File: config.mk
export PLATFORM = sky130hd
export DESIGN_NAME = mips_alu_serial_seq
export DESIGN_NICKNAME = d
export VERILOG_FILES = /design/src/rtl/mips_alu_pkg.sv /design/src/rtl/mips_alu_1_logic.sv /design/src/rtl/mips_alu_serial_seq.sv
export SDC_FILE = /design/constraint.sdc
export NUM_CORES = 1
export LEC_CHECK = 0
export ABC_AREA = 1
export CAP_MARGIN = 20
export CORE_MARGIN = 2
export CORE_UTILIZATION = 45
export CTS_CLUSTER_DIAMETER = 80
export CTS_CLUSTER_SIZE = 12
export DETAILED_ROUTE_END_ITERATION = 12
export GPL_TIMING_DRIVEN = 0
export PLACE_DENSITY_LB_ADDON = 0.2
export SYNTH_ARGS = -nofsm -noshare
export SYNTH_HDL_FRONTEND = slang
export SYNTH_SLANG_ARGS = --single-unit
File: constraint.sdc
create_clock -name clk -period 1.8 [get_ports clk]
set_input_delay 0.36 -clock clk [delete_from_list [all_inputs] [get_ports clk]]
set_output_delay 0.36 -clock clk [all_outputs]
set_load 0.02 [all_outputs]
File: src/rtl/mips_alu_pkg.sv
// Shared definitions for the bit-serial MIPS ALU: operation codes, sequencer
// states and small decode helpers.
package mips_alu_pkg;

  typedef enum logic [2:0] {
    ALU_AND = 3'b000,
    ALU_OR  = 3'b001,
    ALU_ADD = 3'b010,
    ALU_XOR = 3'b100,
    ALU_NOR = 3'b101,
    ALU_SUB = 3'b110,
    ALU_SLT = 3'b111
  } alu_ctrl_t;

  typedef enum logic [1:0] {
    ST_IDLE = 2'b00,
    ST_RUN  = 2'b01,
    ST_DONE = 2'b10
  } alu_state_t;

  // Only ADD and SUB report signed overflow.
  function automatic logic is_arith(input alu_ctrl_t op);
    return (op == ALU_ADD) || (op == ALU_SUB);
  endfunction

  // SUB and SLT run the adder as a - b (inverted b, carry-in 1).
  function automatic logic uses_sub(input alu_ctrl_t op);
    return (op == ALU_SUB) || (op == ALU_SLT);
  endfunction

endpackage

File: src/rtl/mips_alu_1_logic.sv
// One-bit ALU slice: selects the per-bit logic result, the adder sum bit or
// the SLT "less" input according to the operation code.
module mips_alu_1_logic
  import mips_alu_pkg::*;
(
  input  logic      a,
  input  logic      b,
  input  logic      s_temp,
  input  logic      less,
  input  alu_ctrl_t ctrl,
  output logic      y
);

  // Per-bit operation select; unsupported codes yield 0.
  always_comb begin
    y = 1'b0;
    case (ctrl)
      ALU_AND:          y = a & b;
      ALU_OR:           y = a | b;
      ALU_XOR:          y = a ^ b;
      ALU_NOR:          y = ~(a | b);
      ALU_ADD, ALU_SUB: y = s_temp;
      ALU_SLT:          y = less;
      default:          y = 1'b0;
    endcase
  end

endmodule

File: src/rtl/mips_alu_serial_seq.sv
// Bit-serial MIPS ALU: operands are latched on start, one bit per cycle is
// pushed through a single 1-bit slice LSB first, and the result is presented
// with a one-cycle done pulse.
module mips_alu_serial_seq
  import mips_alu_pkg::*;
#(
  parameter int WIDTH = 32
) (
  input  logic             clk,
  input  logic             reset,
  input  logic             start,
  input  logic [2:0]       ctrl,
  input  logic [WIDTH-1:0] a,
  input  logic [WIDTH-1:0] b,
  output logic             busy,
  output logic             done,
  output logic [WIDTH-1:0] result,
  output logic             zero,
  output logic             overflow
);

  localparam int CNT_W = $clog2(WIDTH);
  localparam logic [CNT_W-1:0] LAST_BIT = CNT_W'(WIDTH - 1);

  alu_state_t       state_r;
  alu_ctrl_t        ctrl_r;
  logic [WIDTH-1:0] a_sh_r;
  logic [WIDTH-1:0] b_sh_r;
  logic [WIDTH-2:0] res_sh_r;
  logic [CNT_W-1:0] cnt_r;
  logic             carry_r;
  logic             busy_r;
  logic             done_r;
  logic             zero_r;
  logic             ovf_r;
  logic [WIDTH-1:0] result_r;

  logic             b_eff_s;
  logic             sum_s;
  logic             cout_s;
  logic             ovf_raw_s;
  logic             slice_y_s;
  logic [WIDTH-1:0] shifted_s;
  logic [WIDTH-1:0] final_res_s;
  logic             final_ovf_s;

  // Serial full adder on the current operand bits.
  always_comb begin
    b_eff_s   = b_sh_r[0] ^ uses_sub(ctrl_r);
    sum_s     = a_sh_r[0] ^ b_eff_s ^ carry_r;
    cout_s    = (a_sh_r[0] & b_eff_s) | (a_sh_r[0] & carry_r) | (b_eff_s & carry_r);
    ovf_raw_s = carry_r ^ cout_s;
  end

  mips_alu_1_logic u_slice (
    .a      (a_sh_r[0]),
    .b      (b_sh_r[0]),
    .s_temp (sum_s),
    .less   (1'b0),
    .ctrl   (ctrl_r),
    .y      (slice_y_s)
  );

  // Result as it will look after the MSB is shifted in, with the SLT fix-up.
  always_comb begin
    shifted_s = {slice_y_s, res_sh_r};
    if (ctrl_r == ALU_SLT) begin
      final_res_s = {{(WIDTH-1){1'b0}}, sum_s ^ ovf_raw_s};
    end else begin
      final_res_s = shifted_s;
    end
    if (is_arith(ctrl_r)) begin
      final_ovf_s = ovf_raw_s;
    end else begin
      final_ovf_s = 1'b0;
    end
  end

  // Sequencer, datapath registers and registered outputs.
  always_ff @(posedge clk) begin
    if (reset) begin
      state_r  <= ST_IDLE;
      ctrl_r   <= ALU_AND;
      a_sh_r   <= {WIDTH{1'b0}};
      b_sh_r   <= {WIDTH{1'b0}};
      res_sh_r <= {(WIDTH-1){1'b0}};
      cnt_r    <= {CNT_W{1'b0}};
      carry_r  <= 1'b0;
      busy_r   <= 1'b0;
      done_r   <= 1'b0;
      zero_r   <= 1'b0;
      ovf_r    <= 1'b0;
      result_r <= {WIDTH{1'b0}};
    end else begin
      case (state_r)
        ST_IDLE: begin
          done_r <= 1'b0;
          if (start) begin
            state_r  <= ST_RUN;
            busy_r   <= 1'b1;
            a_sh_r   <= a;
            b_sh_r   <= b;
            ctrl_r   <= alu_ctrl_t'(ctrl);
            carry_r  <= uses_sub(alu_ctrl_t'(ctrl));
            cnt_r    <= {CNT_W{1'b0}};
            res_sh_r <= {(WIDTH-1){1'b0}};
          end
        end
        ST_RUN: begin
          a_sh_r   <= {1'b0, a_sh_r[WIDTH-1:1]};
          b_sh_r   <= {1'b0, b_sh_r[WIDTH-1:1]};
          res_sh_r <= shifted_s[WIDTH-1:1];
          carry_r  <= cout_s;
          if (cnt_r == LAST_BIT) begin
            state_r  <= ST_DONE;
            done_r   <= 1'b1;
            result_r <= final_res_s;
            zero_r   <= (final_res_s == {WIDTH{1'b0}});
            ovf_r    <= final_ovf_s;
          end else begin
            cnt_r <= cnt_r + CNT_W'(1);
          end
        end
        ST_DONE: begin
          state_r <= ST_IDLE;
          busy_r  <= 1'b0;
          done_r  <= 1'b0;
          carry_r <= 1'b0;
          cnt_r   <= {CNT_W{1'b0}};
        end
        default: begin
          state_r <= ST_IDLE;
          busy_r  <= 1'b0;
          done_r  <= 1'b0;
        end
      endcase
    end
  end

  assign busy     = busy_r;
  assign done     = done_r;
  assign result   = result_r;
  assign zero     = zero_r;
  assign overflow = ovf_r;

endmodule

# --- Yosys cells after proc, flatten, opt, wreduce, memory -nomap -nowiden ---
# Index checks and enable logic that the tools add are counted.
# W data, S select, Z words.
word_totals:
  ff_bits: 142
  inputBits: 70
  output_inout_bits: 36
  word_cells: 78
classes:
  addsub: 1
  eq_ne: 14
  muxes: 19
  n_bitwise: 15
  reduce_logical: 17
op_table:
  columns: ["cell", "n"]
  rows:
  - ["$pmux W32 S2", 2]
  - ["$mux W32", 3]
  - ["$pmux W31 S2", 1]
  - ["$logic_not A32 Y1", 1]
  - ["$mux W31", 1]
  - ["$eq A3 B3 Y1 const B", 6]
  - ["$pmux W5 S3", 1]
  - ["$reduce_and A2 Y1", 6]
  - ["$mux W5", 2]
  - ["$ne A2 B2 Y1 const B", 3]
  - ["$xor A1 B1 Y1", 6]
  - ["$add A5 B1 Y5 const B", 1]
  - ["$eq A5 B5 Y1 const B", 1]
  - ["$pmux W1 S5", 1]
  - ["$and A1 B1 Y1", 4]
  - ["$mux W2", 2]
  - ["$pmux W2 S2", 1]
  - ["$reduce_or A2 Y1", 2]
  - ["$eq A3 B1 Y1 const B", 1]
  - ["$eq A3 B2 Y1 const B", 1]
  - ["$logic_not A3 Y1", 1]
  - ["$logic_or A1 B1 Y1", 3]
  - ["$mux W1", 3]
  - ["$or A1 B1 Y1", 3]
  - ["9 further kinds", 10]

# --- Logic depth before layout (Yosys ltp) ---
# Gate-level depths: netlist (run 1).
logic_depth:
  ltp_word: 10
  ltp_mapped: 12
  mapped_depth_nobuf: 12

# --- By module ---
# From an unflattened synthesis (run 1), not the netlist that was laid out.
hier_totals:
  cells_unflattened: 785
  area_unflattened_um2: 5850.6
by_module_without_submodules:
  columns: ["module", "n_inst", "cells_each", "area_per_inst_um2", "seq_area_each_um2"]
  rows:
  - ["mips_alu_serial_seq", 1, 764, 5744.3, 2842.7]
  - ["mips_alu_1_logic", 1, 21, 106.4, 0.0]

# --- Worst setup path after synthesis (run 1) ---
# OpenSTA, ideal clock, no wires.
synth_timing:
  kind: "flip-flop to flip-flop"
  startpoint: "register ctrl_r[2]"
  endpoint: "register zero_r (netlist: zero)"
  setup_time_ps: 67
  arrival_time_ps: 1672
  required_ps: 1733
  slack_ps: 61
  path_stages_with_launch: 12
  n_path_buf: 0
  period_less_slack_ps: 1739
  cell_sequence: "dfxtp_1 > nand2_1 > xor2_1 > inv_1 > fa_1 > nand4_1 > nand3_1 > nor2_1 > nand2_1 > nor2_1 > nand2_1 > a21oi_2"
synth_between:
  elab_chain_cells: 10
  word_cells_on_any_way: 21
  cone_classes: "eq/ne (6); mux (2); bitwise (9); reduce/logical (4)"
synth_rtl:
  columns: ["item", "line_no", "rtl"]
  rows:
  - ["start: declaration", "mips_alu_serial_seq.sv:26", "alu_ctrl_t ctrl_r;"]
  - ["start signal: assignment", "mips_alu_serial_seq.sv:103", "ctrl_r <= alu_ctrl_t'(ctrl);"]
  - ["$eq A3 B3 Y1 (on tied branches)", null, null]
  - ["$logic_or A1 B1 Y1", "mips_alu_pkg.sv:28", "return (op == ALU_SUB) || (op == ALU_SLT);"]
  - ["$xor A1 B1 Y1", "mips_alu_serial_seq.sv:49", "b_eff_s = b_sh_r[0] ^ uses_sub(ctrl_r);"]
  - ["$and A1 B1 Y1", "mips_alu_serial_seq.sv:51", "cout_s = (a_sh_r[0] & b_eff_s) | (a_sh_r[0] & carry_r) | (b_eff_s & carry_r);"]
  - ["$or A1 B1 Y1 (2 in series)", "mips_alu_serial_seq.sv:51", null]
  - ["$xor A1 B1 Y1", "mips_alu_serial_seq.sv:52", "ovf_raw_s = carry_r ^ cout_s;"]
  - ["$xor A1 B1 Y1", "mips_alu_serial_seq.sv:68", "final_res_s = {{(WIDTH-1){1'b0}}, sum_s ^ ovf_raw_s};"]
  - ["$mux W32 (*)", "mips_alu_serial_seq.sv:67", "if (ctrl_r == ALU_SLT) begin"]
  - ["$logic_not A32 Y1 (*)", "mips_alu_serial_seq.sv:118", "zero_r <= (final_res_s == {WIDTH{1'b0}});"]
  - ["end signal: assignment", "mips_alu_serial_seq.sv:118", null]
  - ["end: declaration", "mips_alu_serial_seq.sv:34", "logic zero_r;"]
# Mark *: on every way between the ends. The rest lies on a longest branch, timed or not.
# A chain may end at the register's enable or synchronous reset.

# --- Worst setup path in the final report (run 1) ---
layout_timing:
  startpoint: "register result_r[30] (netlist: result[30])"
  endpoint: "output result[30]"
layout_rtl:
  columns: ["item", "line_no", "rtl"]
  rows:
  - ["start: declaration", "mips_alu_serial_seq.sv:36", "logic [WIDTH-1:0] result_r;"]
  - ["start signal: assignment", "mips_alu_serial_seq.sv:93", "result_r <= {WIDTH{1'b0}};"]
  - ["start signal: assignment", "mips_alu_serial_seq.sv:117", "result_r <= final_res_s;"]
  - ["end: declaration", "mips_alu_serial_seq.sv:17", "output logic [WIDTH-1:0] result,"]
# No word-level cell between the ends.

==> results by group, run 1 <==
Placement
  – Port-buffer cells: 104
  – Dpl cells: 1049
  – DP Area: 7061 sq um
  – Placer Congestion: 0.8307
  – DPL Wire Length: 10170 um

Setup path
  – CP bufs+invs: 1
  – Crit-path cells: clkdlybuf4s50_1
  – Worst R2R Path Depth: 9
  – Worst r2r src: cnt_r[0]$_SDFFE_PP0P_
  – Max FO, Critical Path: 2
  – Crit start category: flop
  – Top Family by Delay on Critical Path: buffers and inverters
  – Critical Path End Type: output pin
  – Crit Path Class: reg2out
  – CP peak stage delay: 0.62 ns
  – Critical Path Start: result[30]$_SDFFE_PP0P_
  – Required time worst endpoint: 1.44 ns
  – CP Depth: 1
  – FF-to-FF End: cnt_r[4]$_SDFFE_PP0P_
  – Reg2reg setup slack: 0.05 ns
  – CP arrival: between 1 and 1.5 ns
  – Slowest stage cell, crit path: clkdlybuf4s50_1

Route
  – Vias after detailed routing: 5701
  – Via/cell ratio: roughly 5.2
  – Routed Antenna Nets: 0
  – Final WL: 15010 um
  – Wire length on met1: 7113 um
  – Max Used Layer: met4
  – Avg WL per Cell: 13.82 um
  – First-pass DRT Iterations: 8
  – Met2 routed WL: 6954 um
  – Residual DRC: 0
  – Routed met3 length: 815 um
  – DR iter-0 viols: 400

Final layout
  – Area of the multi-input gates: about 2700 sq um
  – Ant. Diodes: 0
  – Commonest cells after routing, fill and taps aside: nand2_1 (213), dfxtp_1 (136), o21ai_0 (112)
  – Commonest non-fill, non-tap cell in the layout: nand2_1
  – Sequential Area: 2855 sq um
  – Syn-to-layout area delta: 34.45%
  – Final net count: approximately 980
  – Layout cell share with drive strength beyond 1: a little over a tenth
  – Final Util: 61.84%
  – Fillers: roughly 1100
  – Fin area: a little under 8000 sq um
  – Final non-filler cell total: 1086

CTS
  – Clock tree from TritonCTS: yes
  – CTS Buf Count: 17
  – CTS HTree Levels: 4
  – CTS Hold Bufs: 0
  – Clock-pin transition on the worst setup and hold timing paths: 0.06 ns
  – Clk buf depth: 2
  – Root buffer cell: clkbuf_16
  – Clk Latency, worst-skew pair: 0.42 ns
  – Clock sink total: roughly 140

Global route
  – Global router's overall resource usage: 21.69%
  – Initial antenna violation count: 0
  – GRT overflow: 0
  – Vias in the first global route: between 5000 and 6000
  – First-pass GRT wire length: 24900 um
  – Largest net degree at the start of global routing: 17

Synth
  – Leading register cell type out of synthesis: dfxtp_1
  – XOR/XNOR Fraction of Synth Area: 0.1509%
  – Sequential area share after synthesis: 48.98%
  – Synth Register Bits: 142
  – Post-synthesis mux area share: 0%
  – Post-synth EDFFs: 0
  – Largest family of logic cells by synthesized area: compound AO/OA/AOI/OAI gates
  – Synth cell types: 29
  – Async set or reset register ratio after synthesis: 0%
  – Post-Synth Simple-Gate Area: between 10% and 20%
  – YS warnings: 0
  – Post-Syn Area: 5804 sq um
  – Post-Synth Adder-Cell Area: 2.199%
  – Mapped Cells: 773
  – Synth Area per Inst: 7.509 sq um
  – Synth Area in Compound Gates: 23.78%
  – Syn_nets: between 800 and 900

Floorplan
  – Top-Level Pins: 106
  – Rows: 41
  – Initial Utilization: 45.99%
  – DIE AREA: 13820 sq um
  – Die W: 117.6 um
  – Core area: 12620 sq um
  – Die Ht: approximately 120 um

Power and ir drop
  – Peak supply drop: 0.6560 mV
  – Total power: slightly below 8 mW
  – Pwr/cell area: 985.5 nW/um^2
  – Leak pwr: 3.023 nW

STA
  – Worst-Margin Slew: ~0.59 ns
  – Hold_ws: around 0.37 ns
  – Fmax: roughly 570 MHz
  – Setup-failing EPs final: 0
  – Unrepaired setup endpoints after global routing: true
  – Final min period: 1.758 ns
  – Final Hold Viols: 0
  – Post-route clock period utilization: ~100%
  – Max_slew headroom: 60.95%
  – Fin Clk Skew: 0.005794 ns
  – Final Slew Violations: 0

Min path
  – Hold Crit Depth: 4
  – HP Class: in2reg
  – Hold Path End: result[31]$_SDFFE_PP0P_
  – Hold Startpoint: reset

Outcome
  – Status: complete, no violations

Flow run
  – Max Cap Viol: 0
==> layout make-up <==
cell class | count | area share (%)
plain buffers | 58 | 3.752
clock buffers | 24 | 6.301
clock inverters | 6 | 0.7696
inverters | 26 | 1.315
multi-input cells | 547 | 34.52
flip-flops and latches | 142 | 36.59
well taps | 172 | 2.758
repair buffers | 111 | 14.00
==> registers in the layout (all words and copies together), names as in the netlist <==
register,cells
a_sh_r,32
b_sh_r,32
busy,1
carry_r,1
cnt_r,5
ctrl_r,3
done,1
overflow,1
res_sh_r,31
result,32
state_r,2
zero,1
==> routing by layer <==
layer | vias to the layer above | global-route usage (%)
met5 | - | 0
met4 | 0 | 5.346
met3 | 15 | 5.669
met2 | 148 | 34.76
met1 | 2664 | 29.29
li1 | 2874 | -
==> metrics by stage <==
stage / setup TNS, ns / setup WS [ns]
after floorplan: 0 / 0.06070
after global placement: -27.08 / -0.2566
after detailed placement: -27.63 / -0.2691
after CTS: 0 / 0.006062
after global routing: -0.2290 / -0.06303
final: 0 / 0.04185
==> cells by family after synthesis <==
group           count (synthesis)
flops                         142
compound gates                257
fa+ha+maj                       9
buf+inv                        84
simple gates                  280
xor+xnor                        1
==> synthesized netlist by cell type, types with 2 or more instances <==
master    count  share of area (%)
inv_1        23                1.5
a31oi_1      63                6.8
nor3b_1       2               0.26
o21ai_1       3               0.26
a21oi_1      72                6.2
nand2_1     218                 14
a211oi_1      2               0.26
dfxtp_1     142                 49
buf_1         3               0.19
nor3_1        3               0.26
clkbuf_1     34                2.2
nand4_1       2               0.22
nor2_1       44                2.8
fa_1          2               0.69
clkbuf_2      5               0.43
ha_1          7                1.5
clkinv_1      2               0.13
buf_2        15                1.3
o21ai_0     114                9.8
nand3_1       8               0.69
==> how the worst max path moves through the flow <==
stage               slack [ns]                 endpoint
global route             -0.06        zero$_SDFFE_PP0P_
floorplan                 0.06        zero$_SDFFE_PP0P_
global placement         -0.26   a_sh_r[9]$_SDFFE_PP0P_
CTS                      0.006  b_sh_r[11]$_SDFFE_PP0P_
detailed placement       -0.27   a_sh_r[5]$_SDFFE_PP0P_
finish                    0.04               result[30]
==> what timing repair did <==
action	in CTS	in global routing
setup endpoints to repair	126	128
setup buffers	2	5
resized for setup	18	53
pin swaps	1	9
endpoints found under the hold margin	0	0
==> where the power goes <==
| part | switching (mW) | total [mW] | internal [mW] |
|---|---|---|---|
| Clock | 1.27 | 3.29 | 2.02 |
| Combinational | 0.562 | 0.970 | 0.408 |
| Sequential | 0.0985 | 3.43 | 3.33 |
No activity file was read; power rests on OpenSTA's default activity.
==> run 2: changes to the inputs <==
Settings changed: CORE_MARGIN 2 to 4, SYNTH_HIERARCHICAL set to 1.
==> run 2 against run 1 <==
Against the previous run:
- the flow now finishes with violations (setup timing)
- utilization increased by 0.72 points
- fmax decreased by 12%
- clock skew increased by 0.00096 ns
- first-iteration DRC count increased by 8.3%
- global-route usage decreased by 0.78 points
- count of clock-buffer cells in the layout increased by 5
- non-clock buffer count increased by 3
- sequential cell count unchanged
==> results by group, run 2 <==
Placement
  – Placer Congestion: 0.8292
  – Dpl cells: 1061
  – Pre-CTS setup slack: -0.4047 ns
  – Port-buffer cells: 104
  – DPL Wire Length: ~10000 um
  – DP Area: 7114 sq um

STA
  – Unrepaired setup endpoints after global routing: true
  – Setup-failing EPs final: 1
  – Fmax: 499.7 MHz
  – Final min period: approximately 2 ns
  – Post-route clock period utilization: 111.2%
  – Final Hold Viols: 0
  – Fin Clk Skew: slightly below 0.007 ns
  – Final worst slack: -0.2013 ns
  – Setup TNS: -0.2013 ns
  – Worst-Margin Slew: slightly above 0.5 ns
  – Max_slew headroom: 66.32%
  – Final Slew Violations: 0
  – Hold_ws: 0.4665 ns

Synth
  – Syn_nets: ~860
  – Post-synth EDFFs: 0
  – Synth cell types: 28
  – Largest cells by area after synthesis: dfxtp_1 (49%), nand2_1 (14%), o21ai_0 (8.8%)
  – Post-Synth Simple-Gate Area: a little under 20%
  – Synth cell count leaders: nand2_1 (223), dfxtp_1 (142), o21ai_0 (103), a21oi_1 (71), a31oi_1 (63)
  – Post-synth top area share: slightly below 50%
  – Largest family of logic cells by synthesized area: compound AO/OA/AOI/OAI gates
  – Mapped Cells: 785
  – Sequential area share after synthesis: 48.59%
  – Post-Synth Adder-Cell Area: 2.181%
  – XOR/XNOR Fraction of Synth Area: 0.1497%
  – Post-Syn Area: 5851 sq um
  – Area leader, netlist: dfxtp_1
  – Synth Area in Compound Gates: between 20% and 30%
  – Synth Area per Inst: 7.453 sq um
  – Most common cell in the synthesized netlist: nand2_1
  – Async set or reset register ratio after synthesis: 0%
  – Leading register cell type out of synthesis: dfxtp_1
  – YS warnings: 6
  – Synth Register Bits: 142
  – Post-synthesis mux area share: 0%

Global route
  – Largest net degree at the start of global routing: 17
  – GRT overflow: 0
  – Initial antenna violation count: 0
  – First-pass GRT wire length: 24740 um
  – Vias in the first global route: 5222
  – Global router's overall resource usage: 20.91%

CTS
  – Clock tree from TritonCTS: yes
  – Clock-pin transition on the worst setup and hold timing paths: around 0.060 ns
  – Clk buf depth: 2
  – Clock sink total: 142
  – CTS HTree Levels: 4
  – Clk Latency, worst-skew pair: 0.42 ns
  – Root buffer cell: clkbuf_16
  – CTS Buf Count: 17

Floorplan
  – DIE AREA: approximately 15000 sq um
  – Top-Level Pins: 106
  – Core area: 12670 sq um
  – Rows: 41
  – Die W: about 120 um
  – Die Ht: between 100 and 150 um
  – Initial Utilization: about 46%

Route
  – Avg WL per Cell: approximately 13 um
  – Final WL: 14810 um
  – Routed Antenna Nets: 0
  – Residual DRC: 0
  – Via/cell ratio: around 5.1
  – First-pass DRT Iterations: 5
  – DR iter-0 viols: 433
  – Vias after detailed routing: ~5600

Final layout
  – Commonest cells after routing, fill and taps aside: nand2_1 (219), dfxtp_1 (135), clkdlybuf4s50_1 (103)
  – Commonest non-fill, non-tap cell in the layout: nand2_1
  – Layout cell share with drive strength beyond 1: between 10% and 20%
  – Fillers: 1160
  – Final non-filler cell total: 1102
  – Fin area: around 8000 sq um
  – Ant. Diodes: 0
  – Final Util: 62.56%
  – Syn-to-layout area delta: 35.48%
  – Final net count: between 900 and 1000

Power and ir drop
  – Leak pwr: 3.141 nW
  – Peak supply drop: 0.6207 mV
  – Total power: 7.765 mW
  – Pwr/cell area: 979.6 nW/um^2

Outcome
  – Failing checks: setup timing
  – Status: finished with violations

Setup path
  – Slowest stage cell, crit path: fa_1
  – CP peak stage delay: 0.48 ns
  – Required time worst endpoint: 2.16 ns
  – Crit start category: flop
  – Max FO, Critical Path: 2
  – Crit Path Class: reg2reg
  – Crit-path cells: nand2_4, xor2_2, fa_1, inv_1, nand2_1, nand2_1, nor2_1, nand2_1, o21ai_1, nand3_1, nor2_1, nand2_1, nor2_1, nor2_1, nor2_1
  – Critical Path End Type: flop
  – CP arrival: 2.36 ns
  – Worst path most repeated cell: nor2_1

Flow run
  – Max Cap Viol: 0

Min path
  – HP Class: reg2reg
[run 2: cells by family (layout without fill, tap and decap cells)]
| kind of cell | after synthesis | after routing |
|---|---|---|
| compound gates | 251 | 251 |
| xor+xnor | 1 | 1 |
| fa+ha+maj | 9 | 9 |
| buf+inv | 87 | 232 |
| flops | 142 | 142 |
| other cells | 1 | 1 |
| simple gates | 294 | 294 |
[run 2: routing by layer]
metal  up-vias  global-route usage (%)  share of wire [%]  wire, um
li1       2907                       -                  -         -
met1      2564                   27.35                 47      6891
met2       145                   33.56                 47      6896
met3        21                   5.710                5.2       767
met4         0                   6.933                1.7       259
met5         -                       0                  0         0
[run 2: final cells by class]
class,instances,area [sq um],share of cell area (%)
clock buffer,29,550.5,6.946
inverter,28,107.6,1.358
sequential,142,2856,36.04
multi-input combinational,556,2743,34.60
buffer,58,290.3,3.662
timing repair buffer,114,1119,14.11
tap,172,215.2,2.715
clock inverter,3,45.04,0.5683
[run 2: path summary, 6_finish.rpt]
| kind | cells past startpoint | end | slack (ns) | from |
|---|---|---|---|---|
| min | 2 | res_sh_r[0]$_SDFFE_PP0P_ | 0.47 | res_sh_r[0]$_SDFFE_PP0P_ |
| max | 15 | zero$_SDFFE_PP0P_ | -0.20 | ctrl_r[2]$_SDFFE_PP0P_ |
| max reg2reg | 15 | zero$_SDFFE_PP0P_ | -0.20 | ctrl_r[2]$_SDFFE_PP0P_ |
| min reg2reg | 2 | res_sh_r[0]$_SDFFE_PP0P_ | 0.47 | res_sh_r[0]$_SDFFE_PP0P_ |
[run 2: repair_timing]
item / CTS / global route
endpoints found under the setup margin: 96 / 129
endpoints found under the hold margin: 0 / 0
buffers inserted: 8 / 4
gates resized for setup: 19 / 36
pin swaps: 8 / 7
hold buffers: 0 / 0
[run 2: critical path: cells and delay by family, from the launching register on]
| kind | cells | cell delay, ns |
|---|---|---|
| simple gates | 11 | 0.78 |
| compound gates | 1 | 0.12 |
| fa+ha+maj | 1 | 0.48 |
| buf+inv | 1 | 0.04 |
| xor+xnor | 1 | 0.15 |
| flops | 1 | 0.36 |
[run 2: report_power, final]
group | leakage (nW) | switching, mW | internal (mW)
Sequential | 1.16 | 0.0969 | 3.32
Combinational | 1.69 | 0.510 | 0.391
Clock | 0.286 | 1.25 | 2.20
